--- src/rtl/rs_ff_response_checker_sat_counter.sv ---
// Event counter that sticks at all-ones instead of wrapping; clr wins over inc.
module sat_counter #(
    parameter int W = 8
) (
    input  logic         CLK,
    input  logic         RST_N,
    input  logic         clr,
    input  logic         inc,
    output logic [W-1:0] cnt
);
    localparam logic [W-1:0] ZERO_C = {W{1'b0}};
    localparam logic [W-1:0] MAX_C  = {W{1'b1}};
    localparam logic [W-1:0] ONE_C  = {{(W-1){1'b0}}, 1'b1};

    logic [W-1:0] cnt_r;

    // Count register: clear, saturating increment, or hold.
    always_ff @(posedge CLK or negedge RST_N) begin
        if (!RST_N) begin
            cnt_r <= ZERO_C;
        end else if (clr) begin
            cnt_r <= ZERO_C;
        end else if (inc && (cnt_r != MAX_C)) begin
            cnt_r <= cnt_r + ONE_C;
        end else begin
            cnt_r <= cnt_r;
        end
    end

    assign cnt = cnt_r;

endmodule

--- config.mk ---
export PLATFORM = sky130hd
export DESIGN_NAME = sat_counter
export DESIGN_NICKNAME = d
export VERILOG_FILES = /design/src/rtl/rs_ff_response_checker_sat_counter.sv
export SDC_FILE = /design/constraint.sdc
export NUM_CORES = 1
export LEC_CHECK = 0
export CORE_AREA = 2 2 39 41
export DETAILED_ROUTE_END_ITERATION = 8
export DIE_AREA = 0 0 41 43
export GPL_TIMING_DRIVEN = 0
export HOLD_SLACK_MARGIN = 0.12
export SLEW_MARGIN = 20
export SYNTH_ARGS = -nofsm -noshare
export SYNTH_HDL_FRONTEND = slang
export SYNTH_SLANG_ARGS = --single-unit
export TNS_END_PERCENT = 50
--- constraint.sdc ---
create_clock -name CLK -period 1.95 [get_ports CLK]
set_input_delay 0.2925 -clock CLK [delete_from_list [all_inputs] [get_ports CLK]]
set_output_delay 0.2925 -clock CLK [all_outputs]
set_load 0.01 [all_outputs]
# After elaboration in Yosys (flattened, before gate mapping)
# Cells that the tools add are included.
totals:
  ff_bits: 8
  latchBits: 0
  mem_bits_rw: 0
  rom_bits: 0
  out_inout_bits: 8
  wordCells: 7
  memories: 0
op_classes:
  add_sub_neg: 1
  multipliers: 0
  n_div: 0
  order_cmp: 0
  n_eq_ne: 1
  n_shift: 0
  n_mux: 2
  bitwise: 0
  reduce_logical: 2
ops:
  columns: ["cell", "n"]
  rows:
  - ["$mux W8", 2]
  - ["$add A8 B1 Y8 const B", 1]
  - ["$ne A8 B8 Y1 const B", 1]
  - ["$reduce_bool A2 Y1", 1]
  - ["$logic_and A1 B1 Y1", 1]

# Depth between registers and ports, before layout
logic_depth:
  depth_word: 4
  depth_mapped: 4

# Worst setup path before layout
# OpenSTA, ideal clock, no wires.
synth_path:
  kind: "reg2reg"
  from: "register cnt_r[0], in the netlist cnt[0]"
  to: "register cnt_r[0], in the netlist cnt[0]"
  setup_time_ns: 0.125
  t_arrival_ns: 1.509
  setup_slack_ns: 0.316
  stages_incl_launch_ff: 5
  path_buffers: 0
  period_less_slack_ns: 1.634
  cell_sequence: "dfrtp_1 -> ha_1 -> and4_2 -> a21boi_1 -> mux2_2"
synth_between:
  elab_chain_len: 3
synth_rtl:
  columns: ["element", "line", "text"]
  rows:
  - ["from (decl)", "15", "logic [W-1:0] cnt_r;"]
  - ["from (signal assigned)", "24", "cnt_r <= cnt_r + ONE_C;"]
  - ["from (signal assigned)", "26", "cnt_r <= cnt_r;"]
  - ["$add A8 B1 Y8 or $ne A8 B8 Y1 (tied branches)", "24, 23", null]
  - ["$mux W8 or $logic_and A1 B1 Y1 (tied branches)", "23", "end else if (inc && (cnt_r != MAX_C)) begin"]
  - ["$mux W8 or $reduce_bool A2 Y1 (tied branches)", null, null]
# Several ways; a longest one is shown, not always the timed one. The select of a mux whose other input is x is not followed.
# A chain may end at the register's enable or synchronous reset.

# Worst setup path in the final report
# Same ends and word-level chain as after synthesis.

==> run summary <==
Busiest metal layer after global routing = met1
GR Layer Usage met1 = 18.2%
Startpoint types = register
Mapped Nets = 54
Initial antenna violation count = 0
Share of cells above drive strength 1 = 12.9%
Clock-pin slew of the registers on the worst-case setup and hold paths = 0.05 ns
Total global-route track usage = 13.3%
Initial core utilization = 33.5%
Maximum clock insertion buffer count = 2
Worst Skew = 0.00318 ns
Crit. End Element = register
Routability cong. = 0.764
Synth top area cells = dfrtp_1 43%, mux2_2 4.9%, nor3_1 4.3%
DIE AREA = 1760 µm²
Post-Syn Instances = 49
Initial detailed-routing violation count = 9
CP max-delay cell = dfrtp_1
Req. time, crit path = 2.10 ns
Final setup viols = 0
Max Cap Viol = 0
Via density = 5.32
Area leader, netlist = dfrtp_1
Power per cell area = 565 nW/µm²
Power after layout = 0.343 mW
VDD IR max = 0.000433 V
Top-count cell post-synth = dfrtp_1
CP max stage delay = 0.42 ns
Crit path max-delay family = flip-flops
Worst Path Arrival = 1.87 ns
P&R area growth vs syn = 30.7%
Status = complete, no violations
H-tree depth = 1
Root buffer cell = clkbuf_4
GR Overflow Total = 0
ANT nets after route = 0
Post-synth top flop = dfrtp_1
Worst path bufs/invs = 0
Met2 Use GR = 16.3%
Nets = 69
Crit-path max FO = 7
Crit share post-route = 88.4%
DR DRC count = 0
Tmin final = 1.72 ns
Total negative slack = 0 ns
CTS Buf Count = 3
CTS sink cnt = 8
Detailed Route WL = 944 µm
Top cell type's share of synthesized area = 43.1%
Hold Vio Cnt, Final = 0
Synth Register Bits = 8
Mapped Avg Cell Area = 9.47 µm²
Post-synth EDFFs = 0
Sequential area share after synthesis = 43.1%
Wire per inst = 12.1 µm
Rows = 14
Post-synth top cells = 8 x dfrtp_1, 4 x nor3_1, 3 x a21oi_1, 3 x nand2b_1, 3 x nor2b_1
DP HPWL = 702 µm
RSZ-0062 raised after global routing = false
Die X = 41 µm
Port bufs = 10
Global Route met3 Usage = 4.71%
Post-CTS resize count = 0
Chip height = 43 µm
Fmax achieved = 0.580 GHz
Hold crit path type = in -> async
Slew margin rel. = 72.3%
Vias = 415
CTS Hold Buffers Added = 0
DRT Pass-1 Iters = 4
Yosys warns = 0
Clk_lat worst skew = 0.26 ns
First-pass GRT wire length = 1.51 mm
Worst-Margin Slew = 0.416 ns
Leak = 0.240 nW
Core area = 1380 µm²
Worst Path Class, Setup = reg -> reg
Cell Area, Synth = 464 µm²
Worst-path cell chain = ha_1, and4_2, a21boi_1, mux2_2
Num ports = 12
Ant diodes = 0
TritonCTS clock tree = done
Number of global-route vias before repair = 348
Netlist cell types = 28
Number of flip-flops in the largest register = 8
Ys async rst share = 100%
Largest net degree at the start of global routing = 11
Fin. max-slew vios = 0
Setup Buffers After CTS = 0
cell type report:
class / count / area (µm²)
multi-input cells: 37 / 248
fillers: 138 / 777
repair buffers: 10 / 100
flip-flops and latches: 8 / 200
inverters: 2 / 7.51
well taps: 16 / 20.0
clock buffers: 3 / 22.5
plain buffers: 2 / 8.76
final timing paths:
check	endpoint	slack [ns]	cells past startpoint	from
max reg2reg	cnt[0]$_DFFE_PN0P_	0.23	4	cnt[0]$_DFFE_PN0P_
min	cnt[3]$_DFFE_PN0P_	0.31	1	RST_N
max in group asynchronous	cnt[4]$_DFFE_PN0P_	1.37	1	RST_N
max	cnt[0]$_DFFE_PN0P_	0.23	4	cnt[0]$_DFFE_PN0P_
min reg2reg	cnt[7]$_DFFE_PN0P_	0.59	2	cnt[7]$_DFFE_PN0P_
min in group CLK	cnt[2]$_DFFE_PN0P_	0.41	3	inc
kinds of logic after synthesis:
| group | count (synthesis) | synth area share, % |
|---|---|---|
| compound gates | 9 | 12.7 |
| fa+ha+maj | 1 | 2.69 |
| buf+inv | 4 | 3.50 |
| flops | 8 | 43.1 |
| mux | 3 | 7.01 |
| simple gates | 24 | 31.0 |
power by group:
group | total [mW] | switching [mW] | internal [mW] | leakage, nW
Combinational | 0.0372 | 0.0179 | 0.0193 | 0.116
Sequential | 0.176 | 0.00578 | 0.170 | 0.110
Clock | 0.130 | 0.0594 | 0.0706 | 0.0138
layer usage:
metal	part of all wire, %	vias to the layer above
met3	7.5	3
met4	2.6	0
met2	42	13
li1	-	207
met5	0	-
met1	48	192
metrics by stage:
stage                     hold WS, ns  instance area, µm²  instances  setup slack (ns)  util [%]
after detailed placement        0.589                 584         75             0.218      42.2
after global routing            0.340                 607         78             0.130      43.9
after global placement          0.574                 584         75             0.238      42.2
after CTS                       0.340                 607         78             0.207      43.9
after floorplan              -0.00309                 464         49             0.316         -
final                           0.314                 607         78             0.227      43.9
layout by cell type, fill, tap and decap left out, types with 2 or more instances in the layout:
cell | Yosys | final
clkdlybuf4s50_1 | 0 | 10
dfrtp_1 | 8 | 8
nor3_1 | 4 | 4
a21oi_1 | 3 | 3
nand2b_1 | 3 | 3
nor2b_1 | 3 | 3
clkbuf_4 | 0 | 3
nand3_1 | 2 | 2
nor2_1 | 2 | 2
mux2_2 | 2 | 2
inv_1 | 2 | 2
nand2_1 | 2 | 2
(Power assumes the default switching activity.)
